`src/rtl/credit_sender.sv`:
```
// Transmit end of a credit-flow-controlled link: valid/ready stream in, valid-only pulses out,
// with a saturating credit counter gating the write side.
module credit_sender #(
    parameter int  DATA_WIDTH = 1,
    parameter type TYPE       = logic [DATA_WIDTH-1:0],
    parameter int  CREDITS    = 2,
    parameter int  OUTPUT_REG = 1,
    parameter int  RETURN_REG = 0
) (
    input  logic                         clk,
    input  logic                         rstn,
    input  logic                         w_valid,
    output logic                         w_ready,
    input  TYPE                          w_data,
    output logic                         tx_valid,
    output TYPE                          tx_data,
    input  logic                         credit_return,
    output logic [$clog2(CREDITS+1)-1:0] credit_count,
    output logic                         idle,
    output logic                         overflow
);

    localparam int            CW   = $clog2(CREDITS + 1);
    localparam logic [CW-1:0] FULL = CW'(CREDITS);

    logic [CW-1:0] cnt_p0;
    logic          fire;
    logic          ret;
    logic          ret_pend;

    // Simultaneous send and return cancel; returns into a full counter saturate.
    function automatic logic [CW-1:0] next_count(input logic [CW-1:0] cnt,
                                                 input logic f, input logic r);
        if (f && !r)
            return cnt - CW'(1);
        if (!f && r && cnt != FULL)
            return cnt + CW'(1);
        return cnt;
    endfunction

    assign w_ready      = (cnt_p0 != '0);
    assign fire         = w_valid && w_ready;
    assign credit_count = cnt_p0;

    // Return stage: optional register in front of the counter
    if (RETURN_REG != 0) begin : g_ret_reg
        logic ret_p1;
        always_ff @(posedge clk or negedge rstn) begin
            if (!rstn)
                ret_p1 <= 1'b0;
            else
                ret_p1 <= credit_return;
        end
        assign ret      = ret_p1;
        assign ret_pend = ret_p1;
    end else begin : g_ret_comb
        assign ret      = credit_return;
        assign ret_pend = 1'b0;
    end

    // Counter stage
    always_ff @(posedge clk or negedge rstn) begin
        if (!rstn)
            cnt_p0 <= FULL;
        else
            cnt_p0 <= next_count(cnt_p0, fire, ret);
    end

    always_ff @(posedge clk or negedge rstn) begin
        if (!rstn)
            overflow <= 1'b0;
        else if (ret && !fire && cnt_p0 == FULL)
            overflow <= 1'b1;
    end

    // Output stage: registered or pass-through
    if (OUTPUT_REG != 0) begin : g_out_reg
        logic tx_valid_p1;
        TYPE  tx_data_p1;
        always_ff @(posedge clk or negedge rstn) begin
            if (!rstn)
                tx_valid_p1 <= 1'b0;
            else
                tx_valid_p1 <= fire;
        end
        always_ff @(posedge clk) begin
            if (fire)
                tx_data_p1 <= w_data;
        end
        assign tx_valid = tx_valid_p1;
        assign tx_data  = tx_data_p1;
    end else begin : g_out_comb
        assign tx_valid = fire;
        assign tx_data  = w_data;
    end

    assign idle = (cnt_p0 == FULL) && !tx_valid && !ret_pend;

endmodule

```
`config.mk`:
```
export PLATFORM = sky130hd
export DESIGN_NAME = credit_sender
export DESIGN_NICKNAME = d
export VERILOG_FILES = /design/src/rtl/credit_sender.sv
export SDC_FILE = /design/constraint.sdc
export NUM_CORES = 1
export LEC_CHECK = 0
export BUFFER_PORTS_ARGS = -buffer_cell sky130_fd_sc_hd__buf_2
export CAP_MARGIN = 20
export CORE_AREA = 2 2 39 41
export CTS_CLUSTER_SIZE = 25
export DETAILED_ROUTE_END_ITERATION = 6
export DIE_AREA = 0 0 41 43
export HOLD_SLACK_MARGIN = 0.05
export SYNTH_ARGS = -nofsm -noshare
export SYNTH_HDL_FRONTEND = slang
export SYNTH_SLANG_ARGS = --single-unit
```
`constraint.sdc`:
```
create_clock -name clk -period 1.5 [get_ports clk]
set_input_delay 0.225 -clock clk [delete_from_list [all_inputs] [get_ports clk]]
set_output_delay 0.225 -clock clk [all_outputs]
set_load 0.01 [all_outputs]
```
After elaboration in Yosys (flattened, before gate mapping):

Cells that the tools add are included.

* input bits: 5
* register bits: 5
* output and inout bits: 7
* logic and storage cells: 26

* mux-type cells: 7
* add/sub/neg operators: 2
* eq/ne operators: 2
* reductions and logical operators: 11

Operator list (number)
* 2-bit 2-to-1 mux: 4
* 1-bit logical AND: 6
* 2-bit nonzero test: 2
* 1-bit zero test: 3
* 1-bit 2-to-1 mux: 3
* 2-bit by 1-bit adder with 2-bit output, second input constant: 1
* 2-bit == test, second input constant: 1
* 2-bit != test, second input constant: 1
* 2-bit by 1-bit subtractor with 2-bit output, second input constant: 1

Logic depth before layout (Yosys ltp):

* depth after elaboration: 9
* gate-level depth with buffers: 5
* depth with buffers taken out: 5

Worst setup path before layout:

No wires, ideal clock.

* path type: flip-flop to flip-flop
* start point: reg cnt_p0[1], in the netlist credit_count[1]
* end point: reg cnt_p0[0], in the netlist credit_count[0]
* clock period less this slack: 1302 ps
* setup slack: 198 ps
* stages on the path, launching flop included: 6
* path buffers: 0
* required time: 1420 ps
* library setup time: 80 ps
* arrival: 1222 ps
* path through: dfstp_2 -> inv_1 -> ha_1 -> nand2b_4 -> mux2i_1 -> xnor2_1

* word-level cells in the longest chain between the ends: 8
* elaborated cells between the ends (all ways): 14
* those cells by class: eq/ne: 1; mux: 6; reduce/logical: 7

Ends and longest elaborated chain
* start: declaration: line 26 `logic [CW-1:0] cnt_p0;`
* start signal: assignment: line 66 `cnt_p0 <= next_count(cnt_p0, fire, ret);`
* 2-bit nonzero test: line 41 `assign w_ready = (cnt_p0 != '0);`
* 1-bit logical AND: line 42 `assign fire = w_valid && w_ready;`
* 1-bit zero test: line 36 `if (!f && r && cnt != FULL)`
* 1-bit logical AND (2 in a row): line 36
* 2-bit 2-to-1 mux / 1-bit 2-to-1 mux (equally long branches): line 36
* 2-bit 2-to-1 mux / 1-bit 2-to-1 mux (equally long branches): line 38, 36
* 2-bit 2-to-1 mux / 2-bit nonzero test (equally long branches)

Several ways; a longest one is shown, not always the timed one. The select of a mux whose other input is x is not followed.
A chain may end at the register's enable or synchronous reset.

Worst setup path in the final report:

* start point: reg cnt_p0[1], in the netlist credit_count[1]
* end point: out idle

* word-level cells in the longest chain between the ends: 2

Ends and longest elaborated chain
* 2-bit == test: line 97 `assign idle = (cnt_p0 == FULL) && !tx_valid && !ret_pend;`
* 1-bit logical AND: line 97
* end: declaration: line 19 `output logic idle,`

No other way between the ends.

==> reports/metrics.yaml <==
run_status:
  status: "finished clean"
min_path:
  hold_class: "in -> reg"
  min_from: "w_data"
global_route:
  overflow: 0
  antenna_found_initial: 0
  grt_pass1_vias: 202
  grt_usage_pct: 6.83
  grt_pass1_wl_um: 765
  grt_start_max_net_pins: 6
floorplanning:
  die_area_um2: 1760
  die_w_um: 41
  core-area_um2: 1380
  die_h_um: 43
  pin_count: 12
  start_util_pct: 18.5
  fp-row-count: 14
worst_setup_path:
  r2r_start: "credit_count[1]"
  cp.required_ps: 1270
  critPathBufInv: 1
  cp_cell_sequence: "ha_4 > nor2b_4 > buf_6"
  crit_path_max_fanout: 5
  crit_family: "flip-flops"
  critPathKind: "reg -> out"
  start_kind: "flip-flop"
  worstPathArrival_ps: 1220
  critPathLaunch: "credit_count[1]"
  cp-end-kind: "primary output"
  slowest_stage: "dfstp_2"
  slowest_delay_ps: 590
timing:
  worst_pin_slew_ps: 159
  fin_tns_setup_ps: 0
  max_slew_margin_pct: 89.1
  post-route-min-period_ps: 1440
  slew_viol_final: 0
  setup_slack_ps: 57.0
  grt_setup_unrepaired: "true"
  hold_viol: 0
  skew_ps: 5.88
  fin_crit_sh_pct: 96.2
  setup_violations: 0
  fmax_ghz: 0.693
finish:
  areaGrowthSynthToFinish_pct: 54.6
  final_cell_mix: "buf_2, mux2i_1, clkbuf_4, dfrtp_1"
  post_route_cells_drive_above_1_share_pct: 59.5
  nNetsFinal: 45
  layout_commonest_cell: "buf_2"
  diodes: 0
synthesis:
  synth_nets: 28
  synth-seq-area-share_pct: 51.2
  synth_warnings: 0
  syn_avg_cell_area_um2: 12.2
  synth_cell_types: 14
  ys_ff_latch: 5
  synth_area_um2: 256
  syn_inst: 21
clock_tree:
  cts_setup_buffers: 0
  numCtsBuffers: 3
  cts_sinks: 5
  root_buffer: "clkbuf_4"
  clockBufferDepth: 2
  htreeDepth: 1
  cts_tree: "done"
  clk_latency_ps: 240
  clk_pin_slew_ps: 50
drt:
  via_per_inst: 3.81
  routed_wl_um: 492
  drtPass1Iterations: 4
  drcViolationCount: 0
  ant_nets: 0
  via_count: 202
  wl_per_cell_um: 9.28
  first_iter_violations: 1
pwr:
  totalPowerFinal_mw: 0.788
  pwr_density_cell_nw_per_um2: 1990
  leakage_nw: 0.188
  ir_drop_v: 0.000351
placed_design:
  port_buffers: 11
  place_ws_ps: 171
  gp_congestion: 0.667
  hpwl_um: 394
run:
  max_cap_viol_count: 0
==> path summary, 6_finish.rpt <==
kind                       slack (ps)  cells after the start               to
min in group asynchronous         310                      2         overflow
setup / recovery                   60                      3             idle
setup reg to reg                  170                      5  credit_count[0]
hold reg to reg                   460                      1         overflow
hold / removal                    160                      1          tx_data
max in group asynchronous         990                      2  credit_count[1]
==> routing by layer <==
| metal | part of all wire [%] | GRT usage (%) | wire (µm) | vias to the layer above |
|---|---|---|---|---|
| li1 | - | - | - | 98 |
| met3 | 9.6 | 3.14 | 47 | 0 |
| met1 | 37 | 6.11 | 180 | 94 |
| met5 | 0 | 0 | 0 | - |
| met2 | 54 | 10.6 | 264 | 10 |
| met4 | 0 | 6.00 | 0 | 0 |
==> synth_stat cells, drive strengths merged <==
cell type | count | area [µm²]
a31o | 1 | 8.76
xnor2 | 1 | 8.76
dfrtp | 3 | 75.1
nor2b | 1 | 6.26
a21oi | 1 | 5.00
inv | 4 | 15.0
nor2 | 1 | 3.75
edfxtp | 1 | 30.0
dfstp | 1 | 26.3
ha | 2 | 25.0
mux2i | 3 | 30.0
nand2b | 2 | 22.5
==> final cells by class <==
class	instances	area, µm²
tap	16	20.0
sequential	5	131
clock buffer	4	26.3
timing repair buffer	12	71.3
fill	153	987
multi-input combinational	12	133
inverter	4	15.0
==> worst reg2reg max path, delay by kind of cell (launching register included) <==
kind | cells | cell delay [ps]
xor+xnor | 1 | 140
fa+ha+maj | 1 | 160
buf+inv | 1 | 40
flops | 1 | 590
mux | 1 | 170
simple gates | 1 | 150
==> sequential cells by signal (all words and copies together), names as in the netlist <==
register      flops
credit_count      2
overflow          1
tx_data           1
tx_valid          1
==> power by group <==
part	switching [mW]	internal [mW]	total (mW)	leakage, nW
logic	0.183	0.205	0.388	0.120
clock network	0.0543	0.101	0.155	0.0150
registers	0.0439	0.201	0.245	0.0530
==> stage by stage <==
step	hold WS, ps	cell area (µm²)	util (%)	std cells
2_1_floorplan	-70.6	256	-	21
3_3_place_gp	34.8	332	24.0	48
3_5_place_dp	37.0	332	24.0	48
4_1_cts	161	368	26.6	53
5_1_grt	165	397	28.7	53
6_report	164	397	28.7	53
==> cell families (layout without fill, tap and decap cells) <==
logic type,count (synthesis),in the layout,share of synthesized area (%)
adder cells (fa/ha/maj),2,2,9.75
multiplexers,3,3,11.7
XOR/XNOR,1,1,3.42
AND/OR/NAND/NOR,4,4,12.7
buffers and inverters,4,20,5.85
flip-flops,5,5,51.2
AO/OA/AOI/OAI,2,2,5.36
==> timing repair <==
item | 4_1_cts | 5_1_grt
gates resized for setup | 0 | 6
hold buffers | 1 | 0
endpoints found under the hold margin | 4 | 0
endpoints found under the setup margin | 0 | 1
Power figures use the tool's default switching activity.
